[src/rtl/battery_discharge_ctrl.sv]
// Battery discharge controller: level countdown, power-state FSM, load gating.
// Define LOW_BATT_IRQ_EN to add the sticky low-battery interrupt (irq_clr/low_batt_irq).
module battery_discharge_ctrl #(
    parameter int FULL_LEVEL  = 100,
    parameter int SAVE_THRESH = 20,
    parameter int CRIT_THRESH = 5,
    parameter int WAKE_HYST   = 3,
    parameter int BASE_DIV    = 8
) (
    input  logic       clk,
    input  logic       reset,
    input  logic       load_en,
    input  logic [1:0] load_level,
    input  logic       init_load,
    input  logic [7:0] init_level,
`ifdef LOW_BATT_IRQ_EN
    input  logic       irq_clr,
    output logic       low_batt_irq,
`endif
    output logic [7:0] battery_level,
    output logic [1:0] power_state,
    output logic       load_clk_en,
    output logic       throttle,
    output logic       shutdown
);

    localparam int PW = $clog2(BASE_DIV);

    localparam logic [7:0] FULL_L  = 8'(FULL_LEVEL);
    localparam logic [7:0] SAVE_L  = 8'(SAVE_THRESH);
    localparam logic [7:0] CRIT_L  = 8'(CRIT_THRESH);
    localparam logic [7:0] SAVE_UP = 8'(SAVE_THRESH + WAKE_HYST);
    localparam logic [7:0] CRIT_UP = 8'(CRIT_THRESH + WAKE_HYST);

    typedef enum logic [1:0] {
        OFF    = 2'b00,
        NORMAL = 2'b01,
        SAVE   = 2'b10,
        CRIT   = 2'b11
    } state_t;

    state_t        state;
    state_t        state_nxt;
    state_t        state_prev;
    logic [PW-1:0] prescaler;
    logic [PW-1:0] period_m1;
    logic [1:0]    eff;
    logic [7:0]    init_sat;
    logic          counting;
    logic          dec_due;

    always_comb begin
        eff = 2'd0;
        unique case (state)
            NORMAL:  eff = load_level;
            SAVE:    eff = {1'b0, |load_level};
            default: eff = 2'd0;
        endcase
    end

    assign period_m1 = PW'((BASE_DIV >> eff) - 1);
    assign counting  = load_en && (state != OFF);
    assign dec_due   = counting && (prescaler >= period_m1)
                    && (battery_level != 8'd0);
    assign init_sat  = (init_level > FULL_L) ? FULL_L : init_level;

    // Downward moves are immediate; upward moves wait for the hysteresis bound.
    always_comb begin
        state_nxt = state;
        if (battery_level == 8'd0) begin
            state_nxt = OFF;
        end else begin
            unique case (state)
                OFF: begin
                    if (battery_level >= SAVE_UP)
                        state_nxt = NORMAL;
                    else if (battery_level >= CRIT_UP)
                        state_nxt = SAVE;
                end
                NORMAL: begin
                    if (battery_level <= CRIT_L)
                        state_nxt = CRIT;
                    else if (battery_level <= SAVE_L)
                        state_nxt = SAVE;
                end
                SAVE: begin
                    if (battery_level <= CRIT_L)
                        state_nxt = CRIT;
                    else if (battery_level >= SAVE_UP)
                        state_nxt = NORMAL;
                end
                CRIT: begin
                    if (battery_level >= SAVE_UP)
                        state_nxt = NORMAL;
                    else if (battery_level >= CRIT_UP)
                        state_nxt = SAVE;
                end
            endcase
        end
    end

    always_ff @(posedge clk or posedge reset) begin
        if (reset) begin
            state         <= OFF;
            state_prev    <= OFF;
            battery_level <= 8'd0;
            prescaler     <= '0;
            load_clk_en   <= 1'b0;
            shutdown      <= 1'b0;
        end else begin
            state       <= state_nxt;
            state_prev  <= state;
            load_clk_en <= counting;
            shutdown    <= (state == OFF) && (state_prev != OFF);
            if (init_load)
                battery_level <= init_sat;
            else if (dec_due)
                battery_level <= battery_level - 8'd1;
            if (init_load || !counting || dec_due || (state_nxt != state))
                prescaler <= '0;
            else
                prescaler <= prescaler + PW'(1);
        end
    end

    assign power_state = state;
    assign throttle    = state[1];

`ifdef LOW_BATT_IRQ_EN
    logic irq_set;

    // Entering SAVE or CRIT (including SAVE -> CRIT) arms the interrupt.
    assign irq_set = state[1] && (state != state_prev);

    always_ff @(posedge clk or posedge reset) begin
        if (reset)
            low_batt_irq <= 1'b0;
        else if (irq_set)
            low_batt_irq <= 1'b1;
        else if (irq_clr)
            low_batt_irq <= 1'b0;
    end
`endif

endmodule

[config.mk]
export PLATFORM = sky130hd
export DESIGN_NAME = battery_discharge_ctrl
export DESIGN_NICKNAME = d
export VERILOG_FILES = /design/src/rtl/battery_discharge_ctrl.sv
export SDC_FILE = /design/constraint.sdc
export NUM_CORES = 1
export LEC_CHECK = 0
export ABC_AREA = 1
export CAP_MARGIN = 5
export CORE_MARGIN = 3
export CORE_UTILIZATION = 54
export DETAILED_ROUTE_END_ITERATION = 16
export PLACE_DENSITY = 0.84
export SLEW_MARGIN = 20
export SYNTH_ARGS = -nofsm -noshare
export SYNTH_HDL_FRONTEND = slang
export SYNTH_SLANG_ARGS = --single-unit
[constraint.sdc]
create_clock -name clk -period 3.9 [get_ports clk]
set_input_delay 0.78 -clock clk [delete_from_list [all_inputs] [get_ports clk]]
set_output_delay 0.78 -clock clk [all_outputs]
set_load 0.05 [all_outputs]
==> results.sh <==
export IMPL_crit_start="power_state[1]$_DFF_PP0_"
export IMPL_grt_pass1_vias=1083
export IMPL_coreArea_sq_um=2080
export IMPL_synth_edf_count=0
export IMPL_grt_overflow=0
export IMPL_crit_type="register to register"
export IMPL_path_max_fanout=14
export IMPL_leakagePower_nw=0.726
export IMPL_p_total_mw=0.893
export IMPL_io_buffers=26
export IMPL_route_vias_total=1184
export IMPL_row_count=16
export IMPL_routedWlPerCell_microns=13.2
export IMPL_peakVddDrop_mv=0.380
export IMPL_cp_start_kind="register"
export IMPL_drtPass1Iterations=5
export IMPL_drv_slew=0
export IMPL_tightest_slew_ns=0.669
export IMPL_hold_violations=0
export IMPL_postCtsHoldBufs=0
export IMPL_pin_count=27
export IMPL_die_y_microns=54.3
export IMPL_rsz0062_at_grt="no"
export IMPL_cts_sinks=17
export IMPL_via_per_inst=5.58
export IMPL_area_delta_synth_final_pct=24.0
export IMPL_fin_util_pct=74.9
export IMPL_cts_buffers=3
export IMPL_grt_max_degree=18
export IMPL_final_cells=212
export IMPL_reg2reg_slack_ns=1.33
export IMPL_synth_top_area_share_pct=33.8
export IMPL_post_cts_buffers=0
export IMPL_dp_slack_ns=1.06
export IMPL_fin_area_sq_um=1560
export IMPL_timing_hold_ws_ns=0.491
export IMPL_worst_ep_arrival_time_ns=2.78
export IMPL_fin_skew_ns=0.00188
export IMPL_syn_avg_cell_area_sq_um=8.02
export IMPL_required_ns=4.11
export IMPL_antenna_found_initial=0
export IMPL_drt_iter0_drc=50
export IMPL_power_per_cell_area_nw_per_um2=572
export IMPL_cts_resized=0
export IMPL_async_flop_share_pct=100
export IMPL_synth_top_cell_by_area="dfrtp_1"
export IMPL_synthTopCellsByArea="dfrtp_1 (34%), ha_1 (12%), nand2_1 (7.2%), inv_1 (6.9%), nand3_1 (6.8%)"
export IMPL_htree_levels=1
export IMPL_synth_cell_types=29
export IMPL_min_path_type="register to register"
export IMPL_netlist_top_cells_count="nand2_1 (24), inv_1 (23), dfrtp_1 (17), nand3_1 (17), ha_1 (12)"
export IMPL_synth_flop_cell="dfrtp_1"
export IMPL_syn_nets=183
export IMPL_max_clock_freq_mhz=390
export IMPL_placed_area_sq_um=1530
export IMPL_clk_latency_ns=0.29
export IMPL_period_needed_ns=2.57
export IMPL_start_util_pct=60.5
export IMPL_die_area_sq_um=2950
export IMPL_synth_most_common_cell="nand2_1"
export IMPL_cts_root_buffer="clkbuf_4"
export IMPL_insertedDiodeCount=0
export IMPL_drv_cap=0
export IMPL_fp_dieW_microns=54.3
export IMPL_place_gp_congestion=0.964
export IMPL_reg2regPathDepth=13
export IMPL_post_place_cells=208
export IMPL_fin_crit_sh_pct=65.8
export IMPL_drive_gt1_share_pct=11.9
export IMPL_status="completed"
export IMPL_yosys_warnings=0
export IMPL_r2r_end="prescaler[0]$_DFF_PP0_"
export IMPL_drtAntennaViolNets=0
export IMPL_grt_pass1_wl_mm=4.69
export IMPL_clk_pin_slew_ns=0.11
export IMPL_dpl_hpwl_mm=2.19
export IMPL_tritoncts="yes"
export IMPL_endpoint="prescaler[0]$_DFF_PP0_"
export IMPL_rr_startpoint="power_state[1]$_DFF_PP0_"
export IMPL_setup_ws_ns=1.33
export IMPL_ys_ff_latch=17
export IMPL_wl_mm=2.80
export IMPL_final_nets=212
export IMPL_final_setup_tns_ns=0
export IMPL_relSlewSlack_pct=55.3
export IMPL_clock_path_buffers=2
export IMPL_setup_violations=0
export IMPL_ys_seq_area_share_pct=33.8
export IMPL_netlist_instances=157
export IMPL_drc_errors=0
export IMPL_synth_area_sq_um=1260
export IMPL_end_kind="register"
export IMPL_grtUsageTotal_pct=21.3
[sequential cells by signal, indices dropped and copies added (netlist names)]
register	flops
state_prev	2
shutdown	1
prescaler	3
power_state	2
battery_level	8
load_clk_en	1
[worst max-delay path, cell delays in order (launching register included)]
cell and delay, ns:
dfrtp_1 0.48, inv_1 0.17, ha_1 0.31, inv_1 0.07, nor3_1 0.29, nand2_1 0.10, ha_1 0.28, nand3_1 0.08
o211ai_1 0.10, nand3_2 0.13, nand2_4 0.13, nor2_4 0.11, nand3_2 0.12, nor3_2 0.13
[where the power goes]
part           leakage, nW  internal (mW)  switching (mW)
clock               0.0150         0.0397          0.0599
combinational        0.496          0.175           0.355
sequential           0.215          0.219          0.0444
[area by class of cell]
| class | instances | area, sq um |
|---|---|---|
| multi-input cells | 110 | 709 |
| fillers | 157 | 522 |
| flip-flops and latches | 17 | 425 |
| repair buffers | 26 | 260 |
| inverters | 28 | 105 |
| well taps | 27 | 33.8 |
| clock buffers | 4 | 26.3 |
[cell families after synthesis]
| group | Yosys count | synth area share [%] |
|---|---|---|
| and+or+nand+nor | 71 | 30.4 |
| buffers and inverters | 30 | 9.84 |
| AOI/OAI and AO/OA | 24 | 11.9 |
| DFF | 17 | 33.8 |
| adders and majority gates | 12 | 11.9 |
| xor gates and xnor gates | 3 | 2.09 |
[how the worst min path moves through the flow]
stage,from,to,slack [ns],cells after the start
after floorplan,state_prev[0]$_DFF_PP0_,shutdown$_DFF_PP0_,0.44,2
after global placement,state_prev[0]$_DFF_PP0_,shutdown$_DFF_PP0_,0.45,2
after detailed placement,state_prev[0]$_DFF_PP0_,shutdown$_DFF_PP0_,0.47,2
after CTS,state_prev[0]$_DFF_PP0_,shutdown$_DFF_PP0_,0.49,2
after global routing,prescaler[0]$_DFF_PP0_,prescaler[0]$_DFF_PP0_,0.51,1
final,state_prev[0]$_DFF_PP0_,shutdown$_DFF_PP0_,0.49,2
[routing by layer]
metal  part of all wire [%]  wire length [microns]  vias up  track usage (%)
met5                      0                      0        -                0
met4                   0.46                     13        0             3.73
met3                    7.5                    209        4             3.81
met2                     46                   1300       56             34.7
met1                     46                   1280      540             29.7
li1                       -                      -      584                -
[placed cells by master (no fill, tap or decap), types with 3 or more instances in the layout]
master           count
dfrtp_1             17
nand3_2              3
inv_2                5
o21ai_1              5
nor2_1               8
nor3_2               3
nand3_1             17
nor3_1               3
ha_1                12
nand2_1             24
clkbuf_4             3
nand4_1              4
o221ai_1             3
nor2_2               3
o21ai_0              6
clkdlybuf4s50_1     26
a21oi_1              3
inv_1               23
(Power assumes the default switching activity.)
==> edit 1, RTL diff (same settings) <==
Put one more register stage on the output `shutdown`, without a reset. The value now appears one clock later. The other outputs are not delayed to match.
--- a/src/rtl/battery_discharge_ctrl.sv
+++ b/src/rtl/battery_discharge_ctrl.sv
@@ -39,4 +39,6 @@
         CRIT   = 2'b11
     } state_t;
+
+    logic shutdown_s0;
 
     state_t        state;
@@ -107,10 +109,10 @@
             prescaler     <= '0;
             load_clk_en   <= 1'b0;
-            shutdown      <= 1'b0;
+            shutdown_s0   <= 1'b0;
         end else begin
             state       <= state_nxt;
             state_prev  <= state;
             load_clk_en <= counting;
-            shutdown    <= (state == OFF) && (state_prev != OFF);
+            shutdown_s0 <= (state == OFF) && (state_prev != OFF);
             if (init_load)
                 battery_level <= init_sat;
@@ -143,4 +145,8 @@
 `endif
 
+    always_ff @(posedge clk) begin
+        shutdown <= shutdown_s0;
+    end
+
 endmodule
 
Behaviour: not the same (a bounded check fails within 10 cycles, from zero or initial values and one cycle with reset high).
==> edit 1 against the original RTL <==
- synthesized area grew 1.6%
- worst setup slack better by 0.029 ns
- die area grew 1.4%
- wire length up 3.7%
- clock power increased by 15%
- sequential cell count is 1 higher
- total power is 3.8% higher
- global-route usage is 1.5 points higher
- cell area rose by 1.9%
- synthesized cell count rose by 0.64%
- sequential power is 6% higher
- non-clock buffer count unchanged
- cell count is 0.47% higher
- critical path type unchanged
==> edit 1: results (changes against the original RTL) <==
| Metric | Value |
|---|---|
| Async set-reset flop share out of synthesis | `94.44% (was 100.0%)` |
| Critical Path Fanout Max | `7 (was 14)` |
| Met3 GRT Util | `4.087% (was 3.815%)` |
| Worst Path Arrival | `2.73 ns (was 2.78 ns)` |
| Worst slew pin tran | `0.6583 ns (was 0.6693 ns)` |
| Layout cells sized above 1 | `12.37% (was 11.89%)` |
| Status | `finished, final reports clean (unchanged)` |
| Max IR drop VDD | `0.3701 mV (was 0.3796 mV)` |
| Drt first pass iters | `6 (was 5)` |
| Vias | `1173 (was 1184)` |
| DR vias/cell | `5.507 (was 5.585)` |
| Seq/Total Area, Yosys | `34.83% (was 33.80%)` |
| Final period demand of the worst path | `2.537 ns (was 2.566 ns)` |
| Leakage | `0.7403 nW (was 0.7260 nW)` |
| Distinct cells, synth | `30 (was 29)` |
| Post-Route WL | `2905 µm (was 2802 µm)` |
| Vias in the first global route | `1109 (was 1083)` |
| Synth area leaders | `dfrtp_1 33%, ha_1 12%, nand2_1 7.0% (was dfrtp_1 34%, ha_1 12%, nand2_1 7.2%)` |
| Worst slack, placed | `1.084 ns (was 1.059 ns)` |
| Global routing usage on met1 | `31.54% (was 29.69%)` |
| Hpwl dp | `2291 µm (was 2195 µm)` |
| GP Congestion | `0.9639 (was 0.9638)` |
| First-pass GRT wire length | `4926 µm (was 4685 µm)` |
| Worst clock skew | `0.002492 ns (was 0.001876 ns)` |
| Fin nets | `213 (was 212)` |
-- edit 1: cell count changes after synthesis, sizes merged --
cell	unedited run	this run
dfxtp	0	1
-- edit 1: path summary, 6_finish.rpt --
kind                                startpoint               end  slack (ns)  cells after the start
worst max-delay path            power_state[1]  battery_level[7]        1.36                     12
worst min-delay path               shutdown_s0          shutdown        0.37                      0
worst max register to register  power_state[1]  battery_level[7]        1.36                     12
worst min register to register     shutdown_s0          shutdown        0.37                      0
max in group asynchronous                reset  battery_level[4]        2.61                      2
min in group asynchronous                reset     state_prev[1]        0.87                      2
-- edit 1: worst max-delay path: stages (launching register included) --
cell	delay, ns
dfrtp_1	0.47
inv_1	0.16
ha_1	0.30
inv_1	0.07
nor3_1	0.26
nand2_1	0.10
ha_1	0.28
nand3_1	0.08
o211ai_1	0.12
nand3_2	0.15
nor3_1	0.22
a21oi_1	0.10
o21a_1	0.11
-- edit 1: cells by family after synthesis --
kind of cell	after synthesis	synth area share [%]
xor gates and xnor gates	3	2.055
adders and majority gates	12	11.74
DFF	18	34.83
buffers and inverters	30	9.687
and+or+nand+nor	71	29.94
AOI/OAI and AO/OA	24	11.74
-- edit 1: layout make-up --
class                           count  area, µm²
Clock buffer                        4      36.28
Fill cell                         164      511.7
Inverter                           28      105.1
Multi-Input combinational cell    110      709.4
Sequential cell                    18      445.4
Tap cell                           27      33.78
Timing Repair Buffer               26      260.3
-- edit 1: where the power goes --
group | internal [mW] | total, mW | switching (mW)
Sequential | 0.233 | 0.279 | 0.0460
Clock | 0.0568 | 0.115 | 0.0583
Combinational | 0.175 | 0.533 | 0.358
Total | 0.465 | 0.927 | 0.462
-- edit 1: routing by layer --
metal,vias to the layer above,routed length [µm]
met5,-,0
met4,0,36
met3,6,239
li1,588,-
met2,62,1338
met1,517,1290
==> edit 2, RTL diff (config.mk and constraints unchanged) <==
Made on the original files. Add a define of `LOW_BATT_IRQ_EN`.
--- a/src/rtl/battery_discharge_ctrl.sv
+++ b/src/rtl/battery_discharge_ctrl.sv
@@ -1,4 +1,6 @@
 // Battery discharge controller: level countdown, power-state FSM, load gating.
 // Define LOW_BATT_IRQ_EN to add the sticky low-battery interrupt (irq_clr/low_batt_irq).
+`define LOW_BATT_IRQ_EN
+
 module battery_discharge_ctrl #(
     parameter int FULL_LEVEL  = 100,
Ports: changed (added irq_clr and low_batt_irq); port bits go from 27 to 29. No check against the original RTL was run, so the function may have changed too.
==> edit 2 against the original RTL <==
- largest power group unchanged
- sequential power rose by 9.1%
- critical path depth fell by 3
- via count rose by 4.6%
- total power increased by 14%
- worst setup slack improved by 0.021 ns
- clock skew is 0.0032 ns higher
- synthesized area up 4.7%
- cell area up 5.8%
- sequential cell count grew 1
- critical endpoint is now battery_level[7]
- wire length up 15%
- first-iteration DRC count rose by 30%
==> edit 2: results (changes against the original RTL) <==
| Metric | Value |
|---|---|
| Status | `finished, final reports clean (unchanged)` |
| Max stage delay on crit path | `0.50 ns (was 0.48 ns)` |
| Placed cell count | `214 (was 208)` |
| Hpwl dp | `2435 µm (was 2195 µm)` |
| GP Congestion | `0.9174 (was 0.9638)` |
| Distinct cells, synth | `31 (was 29)` |
| Worst slew margin | `53.54% (was 55.33%)` |
| Worst clock skew | `0.005069 ns (was 0.001876 ns)` |
| First-pass GRT wire length | `5582 µm (was 4685 µm)` |
| Final worst slack | `1.355 ns (was 1.334 ns)` |
| M1 WL | `1388 µm (was 1279 µm)` |
| R2R cell count | `10 (was 13)` |
| Post-Route WL | `3218 µm (was 2802 µm)` |
| Synth top cells by count | `23 x nand2_1, 21 x inv_1, 18 x dfrtp_1 (was 24 x nand2_1, 23 x inv_1, 17 x dfrtp_1, 17 x nand3_1, 12 x ha_1)` |
| Met3 GRT Util | `2.804% (was 3.815%)` |
| Drt first pass iters | `4 (was 5)` |
| Post-Syn Instances | `160 (was 157)` |
| Port buffer count | `28 (was 26)` |
| Min-Delay Startpoint | `prescaler[0] (was state_prev[0])` |
| Syn_nets | `187 (was 183)` |
| Number of DRC markers in iteration 0 | `65 (was 50)` |
| Critical R2R Launch | `power_state[0] (was power_state[1])` |
| Layout cells sized above 1 | `13.16% (was 11.89%)` |
| Flop2flop setup slack | `1.35 ns (was 1.33 ns)` |
| Leakage | `0.7554 nW (was 0.7260 nW)` |
| WL met3 | `205 µm (was 209 µm)` |
| CP endpoint | `battery_level[7] (was prescaler[0])` |
| Max IR drop VDD | `0.4640 mV (was 0.3796 mV)` |
| DR vias/cell | `5.683 (was 5.585)` |
edit 2: cell count changes after synthesis, moves of 2 or more:
cell,before,now
inv_1,23,21
nand3_2,3,1
nand3_4,0,2
nor2_1,8,10
o21ai_0,6,8
edit 2: where the power goes:
part,switching [mW],internal [mW]
sequential,0.0526,0.235
combinational,0.409,0.201
clock,0.0658,0.0570
total,0.527,0.493
edit 2: how the worst min path moves through the flow:
stage | end | depth (start not counted)
3_5_place_dp | prescaler[0] | 1
2_1_floorplan | prescaler[0] | 1
5_1_grt | prescaler[0] | 1
3_3_place_gp | prescaler[0] | 1
4_1_cts | prescaler[0] | 1
6_report | prescaler[0] | 1
edit 2: cell type report:
cell class	instances	area [µm²]
well taps	28	35.03
flip-flops and latches	18	450.4
multi-input cells	114	750.7
inverters	26	97.59
repair buffers	28	280.3
fillers	179	604.3
clock buffers	4	36.28
edit 2: cell families (layout without fill, tap and decap cells):
kind of cell / count (synthesis) / after routing / share of synthesized area (%)
xor+xnor: 3 / 3 / 1.995
buf+inv: 28 / 58 / 8.833
fa+ha+maj: 12 / 12 / 11.40
simple gates: 72 / 72 / 30.58
flops: 18 / 18 / 34.19
compound gates: 27 / 27 / 13.01
edit 2: stage by stage:
| step | hold slack (ns) | instance area, µm² |
|---|---|---|
| after floorplan | 0.4451 | 1318 |
| final | 0.4877 | 1650 |
| after global routing | 0.5083 | 1650 |
| after CTS | 0.4913 | 1650 |
| after global placement | 0.4660 | 1614 |
| after detailed placement | 0.4735 | 1614 |
edit 2: worst reg2reg max path, delay by kind of cell, from the launching register on:
family                     cells  cell delay [ns]
and+or+nand+nor                3             0.42
adders and majority gates      2             0.58
buffers and inverters          1             0.17
DFF                            1             0.50
AOI/OAI and AO/OA              4             0.78
